**src/rtl/usb_rnd_src.sv**
```systemverilog
// Pseudo-random 5-bit word source for the USB noise generator: 31-bit Fibonacci LFSR
// (x^31+x^28+1) with seed load, all-zero lockup recovery and a repetition health check.
// Define RND_NOISE_MIX_EN to synchronise noise_in and XOR it into the LFSR feedback.
module usb_rnd_src #(
  parameter logic [30:0] SEED      = 31'h1ACE_B00C,
  parameter int unsigned REP_LIMIT = 7
) (
  input  logic        clk_in,
  input  logic        reset,
  input  logic        noise_in,
  input  logic        seed_load,
  input  logic [30:0] seed_val,
  output logic [4:0]  rnd,
  output logic        rnd_stb,
  output logic        stuck,
  output logic        lockup
);

  logic [30:0] lfsr_q, lfsr_d;
  logic [3:0]  col_q, col_d;
  logic [2:0]  bit_cnt_q, bit_cnt_d;
  logic [4:0]  rnd_q, rnd_d;
  logic        rnd_stb_q, rnd_stb_d;
  logic [3:0]  rep_cnt_q, rep_cnt_d;
  logic        stuck_q, stuck_d;
  logic        lockup_q, lockup_d;
  logic        noise_s;
  logic        fb;

`ifdef RND_NOISE_MIX_EN
  logic [1:0] sync_q, sync_d;

  always_comb begin
    sync_d = {sync_q[0], noise_in};
  end

  always_ff @(posedge clk_in) begin
    if (reset) begin
      sync_q <= 2'b00;
    end else begin
      sync_q <= sync_d;
    end
  end

  assign noise_s = sync_q[1];
`else
  logic unused_noise_in;
  assign unused_noise_in = noise_in;
  assign noise_s         = 1'b0;
`endif

  assign fb = lfsr_q[30] ^ lfsr_q[27] ^ noise_s;

  always_comb begin
    lfsr_d    = lfsr_q;
    col_d     = col_q;
    bit_cnt_d = bit_cnt_q;
    rnd_d     = rnd_q;
    rnd_stb_d = 1'b0;
    rep_cnt_d = rep_cnt_q;
    stuck_d   = stuck_q;
    lockup_d  = 1'b0;

    if (seed_load) begin
      lfsr_d    = (seed_val == 31'd0) ? SEED : seed_val;
      col_d     = 4'd0;
      bit_cnt_d = 3'd0;
      rep_cnt_d = 4'd0;
      stuck_d   = 1'b0;
    end else if (lfsr_q == 31'd0) begin
      // Recovery leaves the partially collected word intact.
      lfsr_d   = SEED;
      lockup_d = 1'b1;
    end else begin
      lfsr_d = {lfsr_q[29:0], fb};
      if (bit_cnt_q == 3'd4) begin
        rnd_d     = {col_q, fb};
        rnd_stb_d = 1'b1;
        bit_cnt_d = 3'd0;
        if (rnd_d == rnd_q) begin
          if (rep_cnt_q != 4'hF) begin
            rep_cnt_d = rep_cnt_q + 4'd1;
          end
        end else begin
          rep_cnt_d = 4'd0;
        end
        if (rep_cnt_d >= 4'(REP_LIMIT)) begin
          stuck_d = 1'b1;
        end
      end else begin
        col_d     = {col_q[2:0], fb};
        bit_cnt_d = bit_cnt_q + 3'd1;
      end
    end
  end

  always_ff @(posedge clk_in) begin
    if (reset) begin
      lfsr_q    <= SEED;
      col_q     <= 4'd0;
      bit_cnt_q <= 3'd0;
      rnd_q     <= 5'd0;
      rnd_stb_q <= 1'b0;
      rep_cnt_q <= 4'd0;
      stuck_q   <= 1'b0;
      lockup_q  <= 1'b0;
    end else begin
      lfsr_q    <= lfsr_d;
      col_q     <= col_d;
      bit_cnt_q <= bit_cnt_d;
      rnd_q     <= rnd_d;
      rnd_stb_q <= rnd_stb_d;
      rep_cnt_q <= rep_cnt_d;
      stuck_q   <= stuck_d;
      lockup_q  <= lockup_d;
    end
  end

  assign rnd     = rnd_q;
  assign rnd_stb = rnd_stb_q;
  assign stuck   = stuck_q;
  assign lockup  = lockup_q;

endmodule

```
**config.mk**
```make
export PLATFORM = sky130hd
export DESIGN_NAME = usb_rnd_src
export DESIGN_NICKNAME = d
export VERILOG_FILES = /design/src/rtl/usb_rnd_src.sv
export SDC_FILE = /design/constraint.sdc
export NUM_CORES = 1
export LEC_CHECK = 0
export ABC_CLOCK_PERIOD_IN_PS = 1700
export BUFFER_PORTS_ARGS = -buffer_cell sky130_fd_sc_hd__buf_2
export CAP_MARGIN = 40
export CORE_MARGIN = 2
export CORE_UTILIZATION = 45
export DETAILED_ROUTE_END_ITERATION = 16
export PLACE_DENSITY = 0.75
export REMOVE_ABC_BUFFERS = 1
export SYNTH_ARGS = -nofsm -noshare
export SYNTH_HDL_FRONTEND = slang
export SYNTH_SLANG_ARGS = --single-unit
```
**constraint.sdc**
```tcl
create_clock -name clk_in -period 1.7 [get_ports clk_in]
set_input_delay 0.34 -clock clk_in [delete_from_list [all_inputs] [get_ports clk_in]]
set_output_delay 0.34 -clock clk_in [all_outputs]
set_load 0.05 [all_outputs]
```
==> results of run 1 <==
[critical path: cells and delay by family (launching register included)]
kind	cells	cell delay (ns)
AND/OR/NAND/NOR	3	0.78
flip-flops	1	0.36
AO/OA/AOI/OAI	2	0.39
[layer usage]
layer	vias to the layer above	wire [um]	track usage
met3	7	301	0.0535
li1	945	-	-
met1	909	2230	0.246
met4	0	56	0.0624
met2	53	2500	0.305
met5	-	0	0
[cells by family after synthesis]
kind of cell	count (synthesis)	synth area share
flip-flops	50	0.440
AND/OR/NAND/NOR	89	0.241
AO/OA/AOI/OAI	52	0.200
adder cells (fa/ha/maj)	3	0.0165
buffers and inverters	13	0.0324
XOR/XNOR	7	0.0302
multiplexers	9	0.0401
[registers in the layout, indices dropped and copies added, names as in the netlist]
register,flops
rep_cnt_q,4
rnd_stb,1
rnd,5
lockup,1
col_q,4
stuck,1
bit_cnt_q,3
lfsr_q,31
[cell type report]
cell class,instances,area [um2]
Tap cell,67,83.8
Fill cell,427,1980
Timing Repair Buffer,61,355
Clock inverter,1,5.00
Sequential cell,50,1000
Multi-Input combinational cell,161,1260
Inverter,3,11.3
Clock buffer,7,86.3
[stage by stage]
step | setup WS (ns) | util | cells | setup TNS (ns) | power, mW
detailed placement | -0.127 | 0.555 | 341 | -1.86 | 1.58
global route | -0.0314 | 0.586 | 350 | -0.186 | 2.39
global placement | -0.0936 | 0.555 | 341 | -1.17 | 1.57
CTS | 0.0346 | 0.574 | 349 | 0 | 2.29
finish | 0.0479 | 0.586 | 350 | 0 | 2.28
floorplan | 0.178 | - | 213 | 0 | 1.44
[cells in the final DEF (no fill, tap or decap), types with 2 or more instances in the layout]
cell and n:
a21o_4 2, a21oi_1 4, nor3_1 3, xnor2_1 4, nor2_1 37, clkbuf_8 6, dfxtp_2 2, nand3_1 3
a22oi_1 8, buf_4 20, a41oi_1 2, and4_4 2, ha_1 3, dfxtp_1 48, inv_1 3, mux2i_1 8
o22ai_1 15, a22oi_2 10, nand2_1 6, nand2b_1 13, nand4_4 2, nor4_4 7, o21ai_4 2, nand3b_1 2
a31oi_1 2, nor4_1 7, xor2_1 2, nand4_1 3, buf_2 41
[report_power, final]
| part | internal (mW) | switching [mW] |
|---|---|---|
| Combinational | 0.145 | 0.142 |
| Clock | 0.329 | 0.378 |
| Sequential | 1.23 | 0.0573 |
[worst paths after layout]
kind / startpoint / to / slack [ns] / cells after the start
hold reg to reg: stuck$_SDFFE_PP0P_ / stuck$_SDFFE_PP0P_ / 0.48 / 1
setup reg to reg: lfsr_q[17]$_SDFF_PP1_ / lfsr_q[30]$_SDFF_PP0_ / 0.05 / 5
hold / removal: seed_val[12] / lfsr_q[12]$_SDFF_PP1_ / 0.30 / 3
setup / recovery: lfsr_q[17]$_SDFF_PP1_ / lfsr_q[30]$_SDFF_PP0_ / 0.05 / 5
==> summary.txt, run 1 <==
Area after DPL: 0.00265 mm2
Netlist Area Pre-Place: 0.00228 mm2
gr usage total: 0.189
Synth Register Bits: 50
Die Y: 75.1 um
Rel. slew slack: 0.554
Post-Route Skew: 0.00644 ns
crit path capture type: flop
area delta synth->final: 23.2%
Worst EP required: 1.89 ns
# setup viols final: 0
crit-path max cell delay: 0.37 ns
n_diodes: 0
syn_area_per_cell: 10.2 um2
post-CTS sizing: 0
Yosys top cell area share: 0.440
period utilisation layout: 0.972
Hold Buf Count CTS: 0
FFs w/ async S/R, synth: 0
initial core utilization: 0.476
H-tree levels: 2
Yosys Warn Count: 0
Vias: 1,914
Worst Hold Class: primary input to flop
# DRC: 0
share of cells above drive strength 1: 0.360
sequential-to-total area share from yosys stat: 0.440
Startpoint Class: flop
Reg clk slew, reported paths: 0.09 ns
Synth area leaders: dfxtp_1, nor2_1, a22oi_2, o22ai_1, nor4_4
Longest Clk Path Bufs: 2
# clock sinks: 50
CTS root buffer: clkbuf_8
critical path arrival: 1.85 ns
first-pass GRT wire length: 8.09 mm
critical path class: flop to flop
top post-synthesis cells by count: dfxtp_1, nor2_1, o22ai_1
clk_lat worst skew: 0.30 ns
Critical-path top delay cell: and4_4
Final Hold Fails: 0
Synth Instances: 223
Worst VDD drop: 0.598 mV
leakage: 1.14 nW
Worst-Margin Slew: 0.669 ns
min cycle time layout: 1.65 ns
area leader, netlist: dfxtp_1
post-route cell area: 0.00281 mm2
Slew Viols, Final: 0
RSZ-0062 raised after global routing: yes
ys flop type: dfxtp_1
CTS buffer count: 5
Max Cap Viol: 0
routability-driven placement congestion ratio: 0.822
DR WL/cell: 14.5 um
Buffers on Ports: 41
vias in the first global route: 1,767
pwr dens: 811 mW/mm2
initial antenna violation count: 0
die area: 0.00565 mm2
CTS tree: yes
worst-path cell chain: nor4_4 > and4_4 > a21oi_2 > a22oi_1 > nor2_1
num ports: 43
core area: 0.00479 mm2
most common cell in the netlist: dfxtp_1
DRT antenna net count: 0
outcome: finished clean
Overflow after GRT: 0
Post-CTS Setup Inserts: 0
Die X-Extent: 75.1 um
largest net degree at the start of global routing: 27
final net count: 320
vias per std cell: 5.47
DRT Pass-1 Iters: 4
Max Fclk: 0.605 GHz
CP max FO: 9
total wire length: 5.08 mm
# rows: 25
Initial DRC Count: 91
EDFF count, synth: 0
hpwl dp: 3.73 mm
hold slack: 0.297 ns
synth unique cells: 41
Power figures use the tool's default switching activity.
==> inputs of run 2 (changes only) <==
--- a/config.mk
+++ b/config.mk
@@ -5,7 +5,7 @@
 export SDC_FILE = /design/constraint.sdc
 export NUM_CORES = 1
 export LEC_CHECK = 0
-export ABC_CLOCK_PERIOD_IN_PS = 1700
+export ABC_CLOCK_PERIOD_IN_PS = 2100
 export BUFFER_PORTS_ARGS = -buffer_cell sky130_fd_sc_hd__buf_2
 export CAP_MARGIN = 40
 export CORE_MARGIN = 2
==> constraint.sdc (replaced) <==
create_clock -name clk_in -period 2.1 [get_ports clk_in]
set_input_delay 0.42 -clock clk_in [delete_from_list [all_inputs] [get_ports clk_in]]
set_output_delay 0.42 -clock clk_in [all_outputs]
set_load 0.05 [all_outputs]
==> run 2 against run 1 <==
  * Wire length down 6.5%
  * Final cell count down 4.9%
  * Global-route usage decreased by 0.34 points
  * Combinational power is 30% lower
  * First-iteration DRC count down 8.8%
  * Fmax shrank 0.54%
==> summary.txt, run 2 (synthesized netlist as in run 1, its figures left out) <==
outcome: finished clean
CP Capture Point: rnd[3]$_SDFFE_PP0P_
RSZ-0062 raised after global routing: no
Overflow after GRT: 0 (unchanged)
Reg clk slew, reported paths: 0.09 ns (about the same)
Slew Viols, Final: 0 (unchanged)
Max Fclk: 0.602 GHz (-0.54%)
Post-Route Skew: 0.00374 ns (-0.00270 ns)
Total Power: 1.91 mW (-16%)
# setup viols final: 0 (unchanged)
final setup TNS: 0 ns (unchanged)
area delta synth->final: 16.1%
critical path arrival: 1.86 ns (about the same)
initial core utilization: 0.476 (unchanged)
total wire length: 4.75 mm (-6.5%)
share of cells above drive strength 1: 0.308 (-0.0522)
H-tree levels: 2 (unchanged)
Initial DRC Count: 83 (-8.8%)
CP max FO: 5 (-4)
Buffers on Ports: 41 (unchanged)
min cycle time layout: 1.66 ns (+0.00899 ns)
Final Hold Fails: 0 (unchanged)
Longest Clk Path Bufs: 2 (unchanged)
CTS buffer count: 5 (unchanged)
Die Y: 75.1 um (unchanged)
Vias: 1,810 (-5.4%)
n_diodes: 0 (unchanged)
RR Startpoint: lfsr_q[21]$_SDFF_PP0_
most common cell after layout, fill and taps aside: dfxtp_1
Setup WS post-layout: 0.439 ns (+0.391 ns)
CTS tree: yes
DR WL/cell: 14.3 um (-1.7%)
largest net degree at the start of global routing: 31 (+15%)
# clock sinks: 50 (unchanged)
Die X-Extent: 75.1 um (unchanged)
R2R depth: 5 (unchanged)
vias per std cell: 5.44 (-0.61%)
DRT antenna net count: 0 (unchanged)
Worst VDD drop: 0.436 mV (-27%)
post-CTS sizing: 0 (unchanged)
die area: 0.00565 mm2 (unchanged)
vias in the first global route: 1,725 (-2.4%)
Worst EP required: 2.29 ns (+0.40 ns)
hold slack: 0.373 ns (+0.0762 ns)
Most flops, register: lfsr_q
register-to-register setup slack: 0.44 ns (+0.39 ns)
period utilisation layout: 0.791 (-0.181)
crit path capture type: flop
Max Cap Viol: 0 (unchanged)
max FFs per register: 31 (unchanged)
Crit. Startpoint: lfsr_q[21]$_SDFF_PP0_
# DRC: 0 (unchanged)
gr usage total: 0.186 (-0.00344)
Hold Buf Count CTS: 0 (unchanged)
leakage: 1.06 nW (-6.8%)
critical path class: flop to flop
Rel. slew slack: 0.572 (+0.0183)
hpwl dp: 3.49 mm (-6.3%)
Post-CTS Setup Inserts: 0 (unchanged)
routability-driven placement congestion ratio: 0.750 (-8.8%)
capture point of the worst reg-to-reg path: rnd[3]$_SDFFE_PP0P_
DRT Pass-1 Iters: 4 (unchanged)
Startpoint Class: flop
commonest cells after routing, fill and taps aside: dfxtp_1, buf_2, nor2_1
pwr dens: 721 mW/mm2 (-11%)
initial antenna violation count: 0 (unchanged)
DP Worst Slack: 0.240 ns (+0.367 ns)
core area: 0.00479 mm2 (unchanged)
first-pass GRT wire length: 7.99 mm (-1.2%)
# rows: 25 (unchanged)
final net count: 303 (-5.3%)
num ports: 43 (unchanged)
clk_lat worst skew: 0.30 ns (about the same)
Worst Hold Class: primary input to flop
Worst-Margin Slew: 0.640 ns (-0.0289 ns)
CTS root buffer: clkbuf_8
==> run 2: layout make-up <==
type	count	area, um2
Fill cell	431	2140
Clock buffer	6	72.6
Tap cell	67	83.8
Sequential cell	50	1000
Multi-Input combinational cell	160	1200
Clock inverter	2	37.5
Timing Repair Buffer	45	235
Inverter	3	11.3
==> run 2: worst min-delay path by stage <==
stage                                     start                    end  slack, ns  depth (start not counted)
after floorplan           lfsr_q[18]$_SDFF_PP1_  lfsr_q[19]$_SDFF_PP1_       0.45                          2
after global routing               seed_val[23]  lfsr_q[23]$_SDFF_PP1_       0.38                          3
after CTS                          seed_val[28]  lfsr_q[28]$_SDFF_PP1_       0.36                          3
final                              seed_val[22]  lfsr_q[22]$_SDFF_PP1_       0.37                          3
after detailed placement     stuck$_SDFFE_PP0P_     stuck$_SDFFE_PP0P_       0.46                          1
after global placement       stuck$_SDFFE_PP0P_     stuck$_SDFFE_PP0P_       0.46                          1
==> run 2: report_power, final <==
group | switching (mW) | leakage [nW] | total [mW] | internal, mW
logic | 0.105 | 0.595 | 0.200 | 0.0953
clock network | 0.317 | 0.0514 | 0.672 | 0.356
registers | 0.0418 | 0.411 | 1.03 | 0.991
==> run 2: critical path, stage by stage (launching register included) <==
cell	delay [ns]
dfxtp_1	0.33
nor4_2	0.37
nand4_2	0.26
o21ai_4	0.32
mux2i_1	0.22
nor2_1	0.05
==> run 2: metal layers <==
| layer | global-route usage | share of wire | vias up |
|---|---|---|---|
| li1 | - | - | 904 |
| met1 | 0.245 | 0.47 | 860 |
| met2 | 0.303 | 0.48 | 40 |
| met3 | 0.0469 | 0.048 | 6 |
| met4 | 0.0546 | 0.011 | 0 |
| met5 | 0 | 0 | - |
==> run 2: metrics by stage <==
stage	utilization	instances	cell area, um2
2_1_floorplan	-	213	2210
4_1_cts	0.552	333	2640
6_report	0.552	333	2640
5_1_grt	0.552	333	2640
3_3_place_gp	0.529	325	2530
3_5_place_dp	0.529	325	2530
==> inputs of run 3 (changes only) <==
--- a/config.mk
+++ b/config.mk
@@ -5,13 +5,13 @@
 export SDC_FILE = /design/constraint.sdc
 export NUM_CORES = 1
 export LEC_CHECK = 0
-export ABC_CLOCK_PERIOD_IN_PS = 2100
+export ABC_CLOCK_PERIOD_IN_PS = 1400
 export BUFFER_PORTS_ARGS = -buffer_cell sky130_fd_sc_hd__buf_2
 export CAP_MARGIN = 40
 export CORE_MARGIN = 2
 export CORE_UTILIZATION = 45
 export DETAILED_ROUTE_END_ITERATION = 16
-export PLACE_DENSITY = 0.75
+export PLACE_DENSITY = 0.78
 export REMOVE_ABC_BUFFERS = 1
 export SYNTH_ARGS = -nofsm -noshare
 export SYNTH_HDL_FRONTEND = slang
==> constraint.sdc (replaced) <==
create_clock -name clk_in -period 1.4 [get_ports clk_in]
set_input_delay 0.28 -clock clk_in [delete_from_list [all_inputs] [get_ports clk_in]]
set_output_delay 0.28 -clock clk_in [all_outputs]
set_load 0.05 [all_outputs]
==> run 3 against run 2 <==
  * The run now ends with negative setup slack left
  * Largest power group unchanged
  * Die area unchanged
  * Wire length is 24% higher
  * Non-clock buffer count increased by 59
  * Clock power increased by 31%
  * Critical endpoint is now rep_cnt_q[3]$_SDFFE_PP0P_
  * Final cell count is 18% higher
==> summary.txt, run 3 (synthesized netlist as in run 1, its figures left out) <==
final setup TNS: -9.93 ns (-9.93 ns)
Psw: 0.763 mW (+65%)
leakage: 1.35 nW (+27%)
Vias: 2,069 (+14%)
num ports: 43 (unchanged)
Buffers on Ports: 41 (unchanged)
min cycle time layout: 1.67 ns (+0.00888 ns)
fin util: 0.682 (+0.130)
# setup viols final: 50 (+50)
register-to-register setup slack: -0.27 ns (-0.71 ns)
vias per std cell: 5.25 (-3.4%)
total wire length: 5.91 mm (+24%)
Die X-Extent: 75.1 um (unchanged)
fillcell total: 365 (-15%)
Hold EP: lfsr_q[25]$_SDFF_PP1_
Worst VDD drop: 0.925 mV (+110%)
DR WL/cell: 15.0 um (+5.1%)
Initial DRC Count: 87 (+4.8%)
max FFs per register: 31 (unchanged)
Longest Clk Path Bufs: 2 (unchanged)
Area after DPL: 0.00297 mm2 (+17%)
CTS root buffer: clkbuf_8
critical path arrival: 1.92 ns (+0.06 ns)
share of cells above drive strength 1: 0.514 (+0.205)
routability-driven placement congestion ratio: 0.802 (+7.0%)
failing checks: negative setup slack
pwr dens: 891 mW/mm2 (+24%)
H-tree levels: 2 (unchanged)
RSZ-0062 raised after global routing: yes
# clock sinks: 50 (unchanged)
hpwl dp: 3.96 mm (+13%)
Max Cap Viol: 0 (unchanged)
vias in the first global route: 2,059 (+19%)
CTS tree: yes
die area: 0.00565 mm2 (unchanged)
Overflow after GRT: 0 (unchanged)
power share of the clock group: 0.303 (-0.050)
largest net degree at the start of global routing: 37 (+19%)
Setup WS post-layout: -0.270 ns (-0.709 ns)
CTS buffer count: 5 (unchanged)
Gate power share: 0.162 (+0.057)
outcome: finished with violations
DRT antenna net count: 0 (unchanged)
capture point of the worst reg-to-reg path: rep_cnt_q[3]$_SDFFE_PP0P_
critical path class: flop to flop
DRT Pass-1 Iters: 4 (unchanged)
Worst-Margin Slew: 0.398 ns (-0.242 ns)
first-pass GRT wire length: 9.56 mm (+20%)
commonest cells after routing, fill and taps aside: buf_4, dfxtp_1, buf_2
Slew Viols, Final: 0 (unchanged)
Startpoint Class: flop
n_diodes: 0 (unchanged)
crit path capture type: flop
Post-Route Skew: 0.00974 ns (+0.00601 ns)
Reg clk slew, reported paths: 0.10 ns (about the same)
Die Y: 75.1 um (unchanged)
period utilisation layout: 1.19 (+0.402)
Most flops, register: lfsr_q
Max Fclk: 0.599 GHz (-0.53%)
Worst EP required: 1.65 ns (-0.64 ns)
post-route cell area: 0.00326 mm2 (+23%)
most common cell after layout, fill and taps aside: buf_4
Sw Share: 0.262 (+0.0191)
worst hold stages: 3 (unchanged)
Hold Startpoint: seed_val[25]
gr usage total: 0.226 (+0.0395)
Worst Hold Class: primary input to flop
Seq pwr share: 0.536 (-0.006)
core area: 0.00479 mm2 (unchanged)
final net count: 364 (+20%)
# rows: 25 (unchanged)
multi-input logic area: 0.00137 mm2 (+14%)
RR Startpoint: lfsr_q[16]$_SDFF_PP0_
P_int: 2.15 mW (+49%)
clk_lat worst skew: 0.30 ns (about the same)
CP max FO: 6 (+1)
Sequential Area: 0.00101 mm2 (+0.88%)
Final Hold Fails: 0 (unchanged)
area delta synth->final: 43.4%
Rel. slew slack: 0.734 (+0.162)
# DRC: 0 (unchanged)
initial core utilization: 0.476 (unchanged)
Hold Buf Count CTS: 0 (unchanged)
R2R depth: 5 (unchanged)
initial antenna violation count: 0 (unchanged)
-- run 3: what timing repair did --
| item | CTS | global route |
|---|---|---|
| pin swaps | 16 | 28 |
| setup endpoints to repair | 50 | 50 |
| gates cloned | 1 | 1 |
| buffers inserted | 0 | 3 |
| gates resized for setup | 17 | 19 |
-- run 3: metal layers --
| layer | track usage | share of wire | vias up | wire, um |
|---|---|---|---|---|
| met5 | 0 | 0 | - | 0 |
| li1 | - | - | 1035 | - |
| met2 | 0.388 | 0.50 | 60 | 2960 |
| met1 | 0.278 | 0.43 | 966 | 2550 |
| met3 | 0.0535 | 0.056 | 8 | 328 |
| met4 | 0.0760 | 0.012 | 0 | 72 |
-- run 3: power groups by stage --
stage	sequential (mW)	combinational, mW	clock, mW
6_report	1.56	0.471	0.880
5_1_grt	1.57	0.513	0.950
4_1_cts	1.56	0.450	0.887
3_5_place_dp	1.58	0.430	0
3_3_place_gp	1.58	0.420	0
2_1_floorplan	1.57	0.175	0
-- run 3: worst max-delay path by stage --
stage | endpoint | cells past startpoint | slack (ns) | start
6_report | rep_cnt_q[3]$_SDFFE_PP0P_ | 5 | -0.27 | lfsr_q[16]$_SDFF_PP0_
3_3_place_gp | lfsr_q[21]$_SDFF_PP0_ | 7 | -0.34 | seed_val[0]
4_1_cts | rnd[1]$_SDFFE_PP0P_ | 5 | -0.23 | lfsr_q[24]$_SDFF_PP0_
3_5_place_dp | lfsr_q[21]$_SDFF_PP0_ | 7 | -0.38 | seed_val[0]
5_1_grt | rnd[1]$_SDFFE_PP0P_ | 5 | -0.34 | lfsr_q[21]$_SDFF_PP0_
2_1_floorplan | rep_cnt_q[3]$_SDFFE_PP0P_ | 5 | -0.10 | rnd[4]$_SDFFE_PP0P_
-- run 3: critical path, cell delays in order, from the launching register on --
cell     delay, ns
dfxtp_2       0.35
nor4_4        0.37
and4_4        0.41
a21o_4        0.19
buf_4         0.11
o221a_1       0.17
-- run 3: area by class of cell --
cell class                      count  share of cell area
Inverter                            3             0.00345
Tap cell                           67              0.0257
Sequential cell                    50               0.309
Clock inverter                      2             0.00383
Timing Repair Buffer              104               0.213
Clock buffer                        6              0.0253
Multi-Input combinational cell    162               0.420
-- run 3: per-stage QoR --
| stage | std cells | setup WS, ns | hold WS (ns) | total power, mW |
|---|---|---|---|---|
| 2_1_floorplan | 213 | -0.102 | 0.352 | 1.75 |
| 3_3_place_gp | 381 | -0.339 | 0.451 | 2.00 |
| 3_5_place_dp | 381 | -0.375 | 0.468 | 2.01 |
| 4_1_cts | 390 | -0.229 | 0.248 | 2.89 |
| 5_1_grt | 394 | -0.341 | 0.257 | 3.03 |
| 6_report | 394 | -0.270 | 0.250 | 2.91 |
